**config.mk**
```make
export PLATFORM = sky130hd
export DESIGN_NAME = vscale_imm_arbiter
export DESIGN_NICKNAME = d
export VERILOG_FILES = /design/src/rtl/vscale_imm_arbiter.sv
export SDC_FILE = /design/constraint.sdc
export NUM_CORES = 1
export LEC_CHECK = 0
export ABC_AREA = 1
export ABC_CLOCK_PERIOD_IN_PS = 1390
export CAP_MARGIN = 20
export CORE_MARGIN = 1
export CORE_UTILIZATION = 30
export CTS_CLUSTER_DIAMETER = 200
export CTS_CLUSTER_SIZE = 10
export DETAILED_ROUTE_END_ITERATION = 8
export HOLD_SLACK_MARGIN = 0.06
export PLACE_DENSITY_LB_ADDON = 0.08
export REMOVE_ABC_BUFFERS = 1
export SLEW_MARGIN = 20
export SYNTH_ARGS = -nofsm -noshare
export SYNTH_HDL_FRONTEND = slang
export SYNTH_SLANG_ARGS = --single-unit
```
**constraint.sdc**
```tcl
create_clock -name clk -period 1.39 [get_ports clk]
set_input_delay 0.278 -clock clk [delete_from_list [all_inputs] [get_ports clk]]
set_output_delay 0.278 -clock clk [all_outputs]
set_load 0.02 [all_outputs]
```
**src/rtl/vscale_imm_arbiter.sv**
```systemverilog
// Purpose : shares one combinational immediate generator between two requesters
//           (port 0 = decode pipeline, port 1 = debug/auxiliary) and registers
//           the generated immediate in a single-entry response slot.
// Latency : 1 cycle from accepted request to resp_valid/resp_imm/resp_id.
// Backpressure: req0_ready/req1_ready drop while the slot is FULL and resp_ready
//           is low. A FULL slot that drains in a cycle can be refilled in that
//           same cycle, which gives one response per cycle.
// Ports   : clk, reset_n (synchronous, active-low)
//           req0_* / req1_* : valid/ready request with inst and imm_type
//           gen_inst, gen_imm_type -> shared generator; gen_imm <- its result
//           resp_valid/resp_ready handshake carrying resp_imm and resp_id
// Config  : define VSCALE_IMM_ARB_RR_EN for round-robin arbitration.
//           When it is undefined, port 0 has fixed priority.
module vscale_imm_arbiter #(
    parameter int XPR_LEN        = 32,
    parameter int IMM_TYPE_WIDTH = 2
) (
    input  logic                      clk,
    input  logic                      reset_n,

    input  logic                      req0_valid,
    output logic                      req0_ready,
    input  logic [XPR_LEN-1:0]        req0_inst,
    input  logic [IMM_TYPE_WIDTH-1:0] req0_imm_type,

    input  logic                      req1_valid,
    output logic                      req1_ready,
    input  logic [XPR_LEN-1:0]        req1_inst,
    input  logic [IMM_TYPE_WIDTH-1:0] req1_imm_type,

    output logic [XPR_LEN-1:0]        gen_inst,
    output logic [IMM_TYPE_WIDTH-1:0] gen_imm_type,
    input  logic [XPR_LEN-1:0]        gen_imm,

    output logic                      resp_valid,
    input  logic                      resp_ready,
    output logic [XPR_LEN-1:0]        resp_imm,
    output logic                      resp_id
);

    typedef enum logic {
        EMPTY = 1'b0,
        FULL  = 1'b1
    } state_t;

    state_t               state_q;
    logic [XPR_LEN-1:0]   resp_imm_q;
    logic                 resp_id_q;

    logic                 slot_free;
    logic                 any_req;
    logic                 accept;
    logic                 pick1;

    // The slot can take a new entry when it is empty. It can also take one
    // when its current entry leaves this cycle.
    assign slot_free = (state_q == EMPTY) || resp_ready;
    assign any_req   = req0_valid || req1_valid;
    // A request is never accepted during a reset cycle.
    assign accept    = reset_n && slot_free && any_req;

`ifdef VSCALE_IMM_ARB_RR_EN
    logic last_grant_q;

    // Under contention, the port that did not win last time wins now.
    assign pick1 = req1_valid && (!req0_valid || !last_grant_q);
`else
    // Fixed priority: port 1 wins only when port 0 is idle.
    assign pick1 = req1_valid && !req0_valid;
`endif

    // Ready is derived from valid, state, resp_ready and arbitration state
    // only. It never depends on gen_imm.
    assign req0_ready = accept && !pick1;
    assign req1_ready = accept &&  pick1;

    // Port 0 fields are the default selection when nothing is granted.
    assign gen_inst     = req1_ready ? req1_inst     : req0_inst;
    assign gen_imm_type = req1_ready ? req1_imm_type : req0_imm_type;

    always_ff @(posedge clk) begin
        if (!reset_n) begin
            // Any held response is discarded without a handshake.
            state_q    <= EMPTY;
            resp_imm_q <= '0;
            resp_id_q  <= 1'b0;
`ifdef VSCALE_IMM_ARB_RR_EN
            // Treat port 1 as the last winner so that port 0 wins the
            // first contention after reset.
            last_grant_q <= 1'b1;
`endif
        end else if (accept) begin
            state_q    <= FULL;
            resp_imm_q <= gen_imm;
            resp_id_q  <= pick1;
`ifdef VSCALE_IMM_ARB_RR_EN
            last_grant_q <= pick1;
`endif
        end else if ((state_q == FULL) && resp_ready) begin
            state_q <= EMPTY;
        end
    end

    assign resp_valid = (state_q == FULL);
    assign resp_imm   = resp_imm_q;
    assign resp_id    = resp_id_q;

endmodule

```
==> impl_metrics.toml <==
[outcome]
status = "complete, but fails checks"
violations = "setup timing"

[setup_path]
crit_path_max_incr_delay_ns = 0.33
critPathKind = "flip-flop to output port"
cp-start-kind = "flip-flop"
rrSetupSlack_ns = -0.01
path_max_fanout = 5
critPathBufInv = 3
reg2reg_to = "resp_imm[0]"
crit_slowest_cell = "dfxtp_2"
crit_family = "buffers and inverters"
regToRegStartpoint = "resp_valid"
cp-end-kind = "output port"
critPathRequiredTime_ns = 1.11
reg2reg_depth = 10
cp.depth = 8
cp.arrival_ns = 1.41
worstPathCellList = "nand2_4 > nand2_4 > nor2_4 > buf_6 > clkbuf_16 > nand3_2 > nand2_1 > buf_6"

[final_layout]
final_nets = 567
n_fill_cell = 494
diodes = 0
area_growth_syn_to_layout_pct = 130
drive_gt1_share_pct = 29.8

[detailed_routing]
routed_wl_um = 7360
vias = 2463
drtPass1Iterations = 4
viasPerCell = 4.58
drtAntennaViolNets = 0
wl_per_cell_um = 13.7
route.detailed.drc = 0
drt-initial-drc-count = 49

[yosys]
synth.most_common_cell = "nand2_1"
syn_inst = 275
synthAdderAreaFrac_pct = 0
ys_seq_area_share_pct = 37.1
ys_seq_elements = 34
ys.warnings.count = 0
synth_top_cell_by_area = "dfxtp_1"
synth_async_sr_flop_share_pct = 0
ys_top_cells_by_area = "dfxtp_1 37%, nand2_1 28%, nand3_1 16%"
synth_compound_area_share_pct = 0.273
synth_common_cells = "136 x nand2_1, 58 x nand3_1, 34 x dfxtp_1"
synth_edf_count = 0
muxShareOfSynthArea_pct = 0
synth_top_area_share_pct = 37.1
synth_cell_type_count = 17
syn-cell-area_mm2 = 0.00183
synth.avg_cell_area_um2 = 6.67
synth_top_family_by_area = "simple AND/OR/NAND/NOR gates"
ys.flop_type = "dfxtp_1"
yosys.area_share.simple_pct = 53.1
synth_xor_area_share_pct = 0

[timing]
timing.final.crit_share_pct = 122
max_slew.worst_pin.slew_ns = 0.247
tns_ns = -9.53
setup_violations = 45
timing.fmax_ghz = 0.591
drv_slew = 0
timing.final.hold_violations = 0
timing.final.ws_setup_ns = -0.303
fin_crit_ns = 1.69
fin_skew_ns = 0.00418
relSlewSlack_pct = 83.6
rsz0062_at_grt = "yes"

[floorplan]
ioPinCount = 175
die-width_um = 80.2
rows = 28
core-area_mm2 = 0.00592
die_height_um = 80.2
initial_utilization_pct = 31.0
die_area_mm2 = 0.00643

[clock_tree]
cts.sinks = 34
cts_tree = "built"
cts_made_buffers = 5
cts_hold_buffers = 0
clockRootBuffer = "clkbuf_8"
clockBufferDepth = 2
clock_latency_ns = 0.28
htreeDepth = 2
clk_pin_slew_worst_paths_ns = 0.07

[grt]
grt_antenna_before_repair = 0
grt_pass1_vias = 2346
grt_overflow = 0
gr-usage-all-layers_pct = 21.8
grt_pass1_wl_um = 10700
grt_max_degree = 34

[run]
cap_violations = 0

[power]
vdd_drop_max_v = 0.000549
finalPower_uw = 3130
power_density_mw_per_mm2 = 744
p_leak_uw = 0.00204

[worst_hold_path]
holdPathStages = 2
hold_start = "resp_imm[5]"
hold_end = "resp_imm[5]"
min_path_type = "flip-flop to flip-flop"

[placement]
gp_congestion = 0.787
port_buffers = 174
post-dp-hpwl_um = 5100
==> how the worst max path moves through the flow <==
stage / from / to / slack, ns
finish: resp_valid / gen_inst[0] / -0.30
global route: resp_valid / gen_inst[26] / -0.38
CTS: resp_valid / gen_inst[24] / -0.32
detailed placement: reset_n / gen_inst[0] / -0.94
global placement: reset_n / gen_inst[8] / -0.94
floorplan: resp_valid / gen_imm_type[0] / -0.60
==> area by class of cell <==
cell class | count | area, µm² | share of cell area [%]
Clock inverter | 1 | 5.00 | 0.119
Multi-Input combinational cell | 212 | 1190 | 28.4
Timing Repair Buffer | 200 | 2110 | 50.2
Sequential cell | 34 | 682 | 16.2
Tap cell | 75 | 93.8 | 2.23
Inverter | 9 | 36.3 | 0.862
Clock buffer | 7 | 86.3 | 2.05
==> metrics by stage <==
stage | area (µm²) | setup WS (ns) | hold WS (ns) | util [%] | instances
floorplan | 1690 | -0.597 | 0.388 | - | 255
global placement | 3700 | -0.937 | 0.450 | 62.4 | 518
detailed placement | 3700 | -0.937 | 0.455 | 62.4 | 518
CTS | 4010 | -0.317 | 0.462 | 67.7 | 536
global route | 4210 | -0.378 | 0.479 | 71.1 | 538
finish | 4210 | -0.303 | 0.458 | 71.1 | 538
==> per-layer routing <==
layer,vias up,routed length [µm],GRT usage (%)
met5,-,0,0
met4,0,249,11.1
met3,19,691,7.84
met2,121,3680,38.7
met1,1077,2730,22.5
li1,1246,-,-
==> logic make-up after synthesis <==
logic type / after synthesis
flip-flops: 34
AO/OA/AOI/OAI: 1
AND/OR/NAND/NOR: 211
buffers and inverters: 29
==> cell usage in the layout (no fill, tap or decap), drive strengths merged <==
cell type and count:
a21oi 1, inv 9, dfxtp 34, clkdlybuf4s50 100, clkinv 1, clkdlybuf4s15 1
nand2 138, nor2 4, dlygate4sd2 37, nand3 69, clkbuf 10, buf 59
==> registers in the layout (all words and copies together), names as in the netlist <==
| name | cells |
|---|---|
| resp_id | 1 |
| resp_imm | 32 |
| resp_valid | 1 |
==> tightest hold or removal path: stages (launching register included) <==
cell,delay (ns)
dfxtp_1,0.31
nand3_1,0.07
nand2_1,0.04
==> power by group <==
group	switching, µW	internal (µW)
clock network	332	399
registers	38.8	1060
logic	611	689
total	982	2150
==> repair_timing <==
| item | CTS | global route |
|---|---|---|
| setup buffers | 7 | 0 |
| cloned | 3 | 3 |
| pin swaps | 9 | 24 |
| resized for setup | 280 | 37 |
| endpoints found under the setup margin | 70 | 46 |
No activity file was read; power rests on OpenSTA's default activity.
